## config.mk

```make
export PLATFORM = sky130hd
export DESIGN_NAME = ram_fifo_flat
export DESIGN_NICKNAME = d
export VERILOG_FILES = /design/src/rtl/ram_fifo_pkg.sv /design/src/rtl/ram_fifo_if.sv /design/src/rtl/ram_dp.sv /design/src/rtl/ram_fifo.sv /design/src/flat_wrapper.sv
export SDC_FILE = /design/constraint.sdc
export NUM_CORES = 1
export LEC_CHECK = 0
export ABC_AREA = 1
export CORE_AREA = 10 10 91 93
export CTS_BUF_LIST = sky130_fd_sc_hd__clkbuf_8
export DETAILED_ROUTE_END_ITERATION = 16
export DIE_AREA = 0 0 101 103
export PLACE_DENSITY_LB_ADDON = 0.1
export REMOVE_ABC_BUFFERS = 1
export SLEW_MARGIN = 15
export SYNTH_ARGS = -nofsm -noshare
export SYNTH_HDL_FRONTEND = slang
export SYNTH_SLANG_ARGS = --single-unit
```

## constraint.sdc

```tcl
create_clock -name clk -period 2 [get_ports clk]
set_clock_uncertainty 0.15 [all_clocks]
set_input_delay 0.3 -clock clk [delete_from_list [all_inputs] [get_ports clk]]
set_output_delay 0.3 -clock clk [all_outputs]
set_load 0.01 [all_outputs]
```

## src/rtl/ram_fifo_pkg.sv

```systemverilog
// ram_fifo shared constants.
// Default geometry for the RAM-backed FIFO.
package ram_fifo_pkg;
  localparam int DEF_DATA_WIDTH = 4;
  localparam int DEF_DEPTH      = 16;
  localparam int DEF_ADDR_WIDTH = $clog2(DEF_DEPTH);
endpackage

```

## src/rtl/ram_fifo_if.sv

```systemverilog
// ram_fifo client bus.
// Master pushes/pops, slave is the FIFO.
interface ram_fifo_if
  import ram_fifo_pkg::*;
#(
  parameter int DATA_WIDTH = DEF_DATA_WIDTH
);
  logic                  wren;
  logic [DATA_WIDTH-1:0] wdata;
  logic                  rden;
  logic [DATA_WIDTH-1:0] rdata;
  logic                  full;
  logic                  empty;

  modport master (
    output wren, wdata, rden,
    input  rdata, full, empty
  );

  modport slave (
    input  wren, wdata, rden,
    output rdata, full, empty
  );
endinterface

```

## src/rtl/ram_dp.sv

```systemverilog
// Simple dual-port RAM: sync write, registered read.
// Only the read register is reset; the array is not.
module ram_dp
  import ram_fifo_pkg::*;
#(
  parameter int DATA_WIDTH = DEF_DATA_WIDTH,
  parameter int ADDR_WIDTH = DEF_ADDR_WIDTH
) (
  input  logic                  clk,
  input  logic                  reset_n,
  input  logic                  we,
  input  logic [ADDR_WIDTH-1:0] waddr,
  input  logic [DATA_WIDTH-1:0] wdata,
  input  logic                  re,
  input  logic [ADDR_WIDTH-1:0] raddr,
  output logic [DATA_WIDTH-1:0] rdata
);

  localparam int NUM = 1 << ADDR_WIDTH;

  logic [DATA_WIDTH-1:0] mem [NUM];

  always_ff @(posedge clk) begin
    if (we) mem[waddr] <= wdata;
  end

  // Same-address read and write returns the old word.
  always_ff @(posedge clk or negedge reset_n) begin
    if (!reset_n) rdata <= '0;
    else if (re)  rdata <= mem[raddr];
  end

endmodule

```

## src/rtl/ram_fifo.sv

```systemverilog
// RAM-backed synchronous FIFO.
// Pointers, occupancy and registered flags.
module ram_fifo
  import ram_fifo_pkg::*;
#(
  parameter int DATA_WIDTH = DEF_DATA_WIDTH,
  parameter int DEPTH      = DEF_DEPTH,
  parameter int ADDR_WIDTH = $clog2(DEPTH)
) (
  input  logic       clk,
  input  logic       reset_n,
  ram_fifo_if.slave  bus
);

  localparam int CW = ADDR_WIDTH + 1;

  logic [ADDR_WIDTH-1:0] wr_ptr;
  logic [ADDR_WIDTH-1:0] rd_ptr;
  logic [CW-1:0]         count_q;
  logic [CW-1:0]         count_nxt;
  logic                  full_q;
  logic                  empty_q;
  logic                  wr_ok;
  logic                  rd_ok;

  assign wr_ok = bus.wren & ~full_q;
  assign rd_ok = bus.rden & ~empty_q;

  always_comb begin
    count_nxt = count_q;
    unique case ({wr_ok, rd_ok})
      2'b10:   count_nxt = count_q + CW'(1);
      2'b01:   count_nxt = count_q - CW'(1);
      default: count_nxt = count_q;
    endcase
  end

  // Flags are registered from the post-edge count.
  always_ff @(posedge clk or negedge reset_n) begin
    if (!reset_n) begin
      wr_ptr  <= '0;
      rd_ptr  <= '0;
      count_q <= '0;
      full_q  <= 1'b0;
      empty_q <= 1'b1;
    end else begin
      if (wr_ok) wr_ptr <= wr_ptr + ADDR_WIDTH'(1);
      if (rd_ok) rd_ptr <= rd_ptr + ADDR_WIDTH'(1);
      count_q <= count_nxt;
      full_q  <= (count_nxt == CW'(DEPTH));
      empty_q <= (count_nxt == '0);
    end
  end

  assign bus.full  = full_q;
  assign bus.empty = empty_q;

  ram_dp #(
    .DATA_WIDTH (DATA_WIDTH),
    .ADDR_WIDTH (ADDR_WIDTH)
  ) u_ram (
    .clk     (clk),
    .reset_n (reset_n),
    .we      (wr_ok),
    .waddr   (wr_ptr),
    .wdata   (bus.wdata),
    .re      (rd_ok),
    .raddr   (rd_ptr),
    .rdata   (bus.rdata)
  );

endmodule

```

## src/flat_wrapper.sv

```systemverilog
// flat-port wrapper written by rule: the top's interface ports become plain ports
module ram_fifo_flat import ram_fifo_pkg::*;
#(
  parameter int DATA_WIDTH = DEF_DATA_WIDTH,
  parameter int DEPTH      = DEF_DEPTH,
  parameter int ADDR_WIDTH = $clog2(DEPTH)
)
  (clk, reset_n, bus_wren, bus_wdata, bus_rden, bus_rdata, bus_full, bus_empty);
  ram_fifo_if #(.DATA_WIDTH(DATA_WIDTH)) bus_i ();
  input  logic clk;
  input  logic reset_n;
  input wire logic [$bits(bus_i.wren)-1:0] bus_wren;
  input wire logic [$bits(bus_i.wdata)-1:0] bus_wdata;
  input wire logic [$bits(bus_i.rden)-1:0] bus_rden;
  output wire logic [$bits(bus_i.rdata)-1:0] bus_rdata;
  output wire logic [$bits(bus_i.full)-1:0] bus_full;
  output wire logic [$bits(bus_i.empty)-1:0] bus_empty;
  assign bus_i.wren = bus_wren;
  assign bus_i.wdata = bus_wdata;
  assign bus_i.rden = bus_rden;
  assign bus_rdata = bus_i.rdata;
  assign bus_full = bus_i.full;
  assign bus_empty = bus_i.empty;
  ram_fifo #(.DATA_WIDTH(DATA_WIDTH), .DEPTH(DEPTH), .ADDR_WIDTH(ADDR_WIDTH)) u_core (.clk(clk), .reset_n(reset_n), .bus(bus_i));
endmodule
```

After elaboration in Yosys (flattened, before gate mapping)

Memory sizes are Yosys's and may differ from the RTL's. A register that Yosys moved wholly into a read port is not among the register bits.
Cells that the tools add are included.

Bits in registers: 15
RAM bits: 64
Logic and storage cells: 22
Memories kept: 1

Memories:

| memory           | depth | bits a word | read ports | clocked after Yosys merged registers in | wr ports | RTL line     | text |
|---|---|---|---|---|---|---|---|
| u_core.u_ram.mem | 16    | 4           | 1          | 1                                       | 1        | ram_dp.sv:21 | `logic [DATA_WIDTH-1:0] mem [NUM];` |

$add $sub $neg: 4
Equality and inequality tests: 3
Muxes and demuxes: 3
Bitwise operators: 4
Reduce and logical (&&, ||, !) cells: 2

Operators by type and width:

| cell                | count |
|---|---|
| $pmux 5 s2          | 1 |
| $add 4x1->4 const B | 2 |
| $add 5x1->5 const B | 1 |
| $eq 5x5->1 const B  | 1 |
| $logic_not 5->1     | 1 |
| $sub 5x1->5 const B | 1 |
| $and 1x1->1         | 2 |
| $eq 2x1->1 const B  | 1 |
| $eq 2x2->1 const B  | 1 |
| $mux 1              | 2 |
| $not 1->1           | 2 |
| $logic_not 1->1     | 1 |

Depth between registers and ports, before layout

Depth after elaboration: 5
Gate-level depth with buffers: 17
Mapped depth without buffers: 17

By module

A second synthesis with hierarchy kept.

Cells, all modules: 355
Area total of the unflattened synthesis: 3689.8 um^2

Modules (own cells, without submodules):

| module   | instances | cells each | area an instance (um^2) | sequential area each (um^2) |
|---|---|---|---|---|
| ram_dp   | 1         | 257        | 2879.0                  | 2021.9 |
| ram_fifo | 1         | 98         | 810.8                   | 376.6 |

Worst setup path after synthesis

OpenSTA, ideal clock, no wires.

Path kind: reg2reg
Start point: register u_core.empty_q, in the netlist u_core.bus.empty
End point: register u_core.full_q, in the netlist u_core.bus.full
Library setup time: 69 ps
Data arrival time: 1876 ps
Setup slack: -95 ps
Cell stages (with the launch flop): 10
Period minus slack after synthesis: 2095 ps
Cell sequence: dfstp_2 > nor2_8 > buf_2 > ha_1 > o21ai_0 > inv_1 > or2_1 > nor2_1 > nand3_1 > nor2_2

Word-level cells in the longest chain between the ends: 5
Elaborated cells between the ends (all ways): 6
Classes of those cells: 3 x eq/ne; 1 x mux; 2 x bitwise

Ends and longest elaborated chain:

| item                                     | RTL line       | text |
|---|---|---|
| start, declared                          | ram_fifo.sv:22 | `logic empty_q;` |
| start signal, assigned                   | ram_fifo.sv:51 | `empty_q <= (count_nxt == '0);` |
| $not 1->1 (*)                            | ram_fifo.sv:27 | `assign rd_ok = bus.rden & ~empty_q;` |
| $and 1x1->1 (*)                          | ram_fifo.sv:27 |  |
| $eq 2x1->1 or $eq 2x2->1 (tied branches) | ram_fifo.sv:31 | `unique case ({wr_ok, rd_ok})` |
| $pmux 5 s2 (*)                           | ram_fifo.sv:31 |  |
| via u_core.count_nxt[1]                  | ram_fifo.sv:20 | `logic [CW-1:0] count_nxt;` |
| $eq 5x5->1 (*)                           | ram_fifo.sv:50 | `full_q <= (count_nxt == CW'(DEPTH));` |
| end signal, assigned                     | ram_fifo.sv:50 |  |
| end, declared                            | ram_fifo.sv:21 | `logic full_q;` |

The timed path passes the listed nets; every way through them passes the cells marked *.
A chain may end at the register's enable or synchronous reset.

Worst setup path in the final report

Start point: register u_core.empty_q, in the netlist u_core.bus.empty
End point: register u_core.empty_q, in the netlist u_core.bus.empty

Word-level cells in the longest chain between the ends: 5
Elaborated cells between the ends (all ways): 6
Classes of those cells: 2 x eq/ne; 1 x mux; 2 x bitwise; 1 x reduce/logical

Ends and longest elaborated chain:

| item                                     | RTL line |
|---|---|
| $not 1->1 (*)                            | ram_fifo.sv:27 |
| $and 1x1->1 (*)                          | ram_fifo.sv:27 |
| $eq 2x1->1 or $eq 2x2->1 (tied branches) | ram_fifo.sv:31 |
| $pmux 5 s2 (*)                           | ram_fifo.sv:31 |
| via u_core.count_nxt[1]                  | ram_fifo.sv:20 |
| $logic_not 5->1 (*)                      | ram_fifo.sv:51 |

Marked as above.

==> key figures <==
Floorplanning
  – Die area: 10,400 um2
  – Die W: 101 um
  – # IOs: 14
  – Initial Util: 55.3%
  – Die height: 103 um
  – CORE AREA: 6570 um2
  – Row count: 30

Timing
  – Worst Max-Slew Pin Slew: about 0.57 ns
  – Final worst path period share: 99.9%
  – Final WS setup: 0.00293 ns
  – Count of pins over their slew limit: 0
  – Slew Limit Headroom: 62.2%
  – Unrepaired setup endpoints after global routing: true
  – Crit path time final: around 2 ns
  – Hold_ws: 0.135 ns
  – Setup-failing EPs final: 0
  – Max frequency: 501 MHz
  – Fin. Hold Viols: 0

Synth
  – Seq/Total Area, Yosys: 66.0%
  – Cells after Synth: ~330
  – Post-synth cell types: 27
  – Asr flop ratio synth: a little under a quarter
  – Yosys reg bits: just over 80
  – Synth warn: 0
  – Post-Syn Area: 3630 um2
  – Mapped Avg Cell Area: ~11 um2
  – Synth Flop Type: edfxtp_1
  – Post-synth EDFFs: 64

Setup path
  – CP startpoint: u_core.bus.empty$_DFF_PN1_
  – Reg-to-Reg Start: u_core.bus.empty$_DFF_PN1_
  – CP arrival: 2.13 ns
  – CP max-delay cell: dfstp_2
  – WP data required: 2.14 ns
  – Worst path max stage delay: 0.59 ns
  – Crit. End Element: register
  – Cell Chain, Critical Path: nor2_8 > nand2_4 > nand2_4 > nand2_2 > inv_2 > ha_4 > o21ai_2 > inv_1 > or2_1 > nor2_1 > nand3_1 > nor2_1
  – Crit Path Category: register to register
  – CP Launch Type: register
  – Top fanout value on the critical path: 4

Layout
  – Layout cells sized above 1: around a fifth
  – # diodes: 0
  – P&R area growth vs syn: 18.8%
  – Fillcell total: 507
  – Final net count: slightly below 400
  – Cell area after layout: 4320 um2
  – Post-route core utilization: 65.7%

Detailed routing
  – Via count: 2,442
  – DRT antenna net count: 0
  – Post-route DRC violation count: 0
  – Vias per cell: 5.31
  – Initial drt markers: 112
  – Final wirelength: 7360 um
  – First-pass DRT Iterations: 4
  – Wire per inst: 16.0 um

Job
  – # Max-Cap Violations: 0

GRT
  – Initial antenna violation count: 0
  – Global-route wire length before repair: 11,900 um
  – Total gr overflow: 0
  – GRT Util Overall: 14.9%
  – Vias in the first global route: 2,493
  – Largest net degree at the start of global routing: 31

Placed design
  – Port bufs: 13
  – Dpl ws: -0.372 ns
  – Area after DPL: roughly 4100 um2
  – Post-DP HPWL: 5140 um
  – Routability cong.: 0.876

Clock network
  – Longest Clk Path Bufs: 2
  – Setup Buffers After CTS: 0
  – CTS H-tree depth: 3
  – Root Buffer: clkbuf_8
  – CTS tree: done
  – Clk slew on worst S/H paths: 0.08 ns
  – # clock sinks: 83
  – Hold_buf cts: 0
  – CTS buffer count: 9
  – Clock Latency Late Sink: roughly 0.35 ns

Power and ir drop
  – Pwr/cell area: 1390 nW/um2
  – P_leak: 1.70 nW
  – Maximum VDD drop: 0.00104 V

Status
  – Status: completed

Min path
  – Hold Path Class: input pin to async pin
==> registers in the layout (all words and copies together) (netlist names) <==
register and flops:
u_core.bus.full 1, u_core.bus.empty 1, u_core.rd_ptr 4, u_core.wr_ptr 4
u_core.count_q 5, u_core.u_ram.mem 64, u_core.u_ram.rdata 4
==> synth_stat cells, drive strengths merged (2+ instances only) <==
cell | number | area (um2)
nand3 | 14 | 95.1
inv | 24 | 90.1
dfrtp | 18 | 450
nor2 | 70 | 282
o22ai | 16 | 100
ha | 7 | 87.6
o21ai | 43 | 219
nand2 | 48 | 210
edfxtp | 64 | 1920
xor2 | 6 | 52.6
buf | 10 | 52.6
clkbuf | 2 | 8.75
nand4 | 3 | 18.8
==> critical path: cells and delay by family (launching register included) <==
family	cells	cell delay (ns)
and+or+nand+nor	8	0.76
DFF	1	0.59
adders and majority gates	1	0.23
AOI/OAI and AO/OA	1	0.12
buffers and inverters	2	0.10
==> stage by stage <==
stage               total power [mW]  instances  setup TNS (ns)
detailed placement              4.78        444           -5.08
finish                          6.02        460               0
CTS                             5.99        460         -0.0354
global placement                4.72        444           -3.27
global route                    6.46        460          -0.306
floorplan                       3.87        317          -0.117
==> worst paths after layout <==
kind                                                endpoint  slack [ns]  cells after the start
max in group asynchronous         u_core.bus.empty$_DFF_PN1_        1.30                      2
hold reg to reg            u_core.u_ram.rdata[1]$_DFFE_PN0P_        0.34                      2
setup reg to reg                  u_core.bus.empty$_DFF_PN1_       0.003                     12
min in group clk           u_core.u_ram.rdata[1]$_DFFE_PN0P_        0.34                      2
hold / removal             u_core.u_ram.rdata[3]$_DFFE_PN0P_        0.14                      2
setup / recovery                  u_core.bus.empty$_DFF_PN1_       0.003                     12
==> power by group <==
group / internal (mW) / total [mW] / switching (mW) / leakage (nW)
Sequential: 2.19 / 2.41 / 0.226 / 0.804
Clock: 0.630 / 1.19 / 0.561 / 0.109
Combinational: 0.960 / 2.41 / 1.45 / 0.783
Total: 3.78 / 6.02 / 2.24 / 1.70
==> logic make-up (layout without fill, tap and decap cells) <==
family	after synthesis	after routing	synth area share, %
AO/OA/AOI/OAI	60	60	8.92
XOR/XNOR	7	7	1.69
adder cells (fa/ha/maj)	7	7	2.41
buffers and inverters	36	87	4.17
flip-flops	83	83	66.0
AND/OR/NAND/NOR	136	136	16.8
==> repair_timing <==
item,CTS,global route
resized for setup,4,6
gates cloned,0,0
pin swaps,3,9
setup endpoints to repair,2,3
==> cell type report <==
cell class | instances | area, um2 | share of cell area [%]
multi-input combinational | 210 | 1130 | 26.2
sequential | 83 | 2400 | 55.6
clock inverter | 5 | 46.3 | 1.07
tap | 80 | 100 | 2.32
clock buffer | 11 | 151 | 3.51
inverter | 24 | 90.1 | 2.09
timing repair buffer | 47 | 398 | 9.22
==> layout by cell type, fill, tap and decap left out <==
| master | instances |
|---|---|
| o21ai_2 | 3 |
| inv_1 | 20 |
| inv_2 | 6 |
| nand2_1 | 40 |
| ha_1 | 5 |
| o21ai_1 | 13 |
| edfxtp_1 | 64 |
| or2_1 | 1 |
| ha_4 | 2 |
| clkbuf_8 | 11 |
| dfrtp_1 | 18 |
| nand2_2 | 4 |
| nand4_1 | 3 |
| clkinv_2 | 1 |
| buf_12 | 1 |
| bufinv_16 | 1 |
| nand3_2 | 1 |
| nand2_4 | 4 |
| buf_4 | 33 |
| nor2_8 | 1 |
| xor2_1 | 6 |
| nor2_2 | 1 |
| o21ai_0 | 27 |
| o22ai_1 | 16 |
| clkinv_1 | 1 |
| a21oi_1 | 1 |
| nor2_1 | 68 |
| clkdlybuf4s50_1 | 13 |
| xnor2_1 | 1 |
| nand3_4 | 2 |
| nand3_1 | 11 |
| dfstp_2 | 1 |
==> routing by layer <==
metal	vias to the layer above	global-route usage [%]	wire length [um]
met5	-	0	0
met4	0	6.97	145
met3	17	2.61	192
met2	41	27.0	3950
met1	1162	16.6	3080
li1	1222	-	-
(Power assumes the default switching activity.)
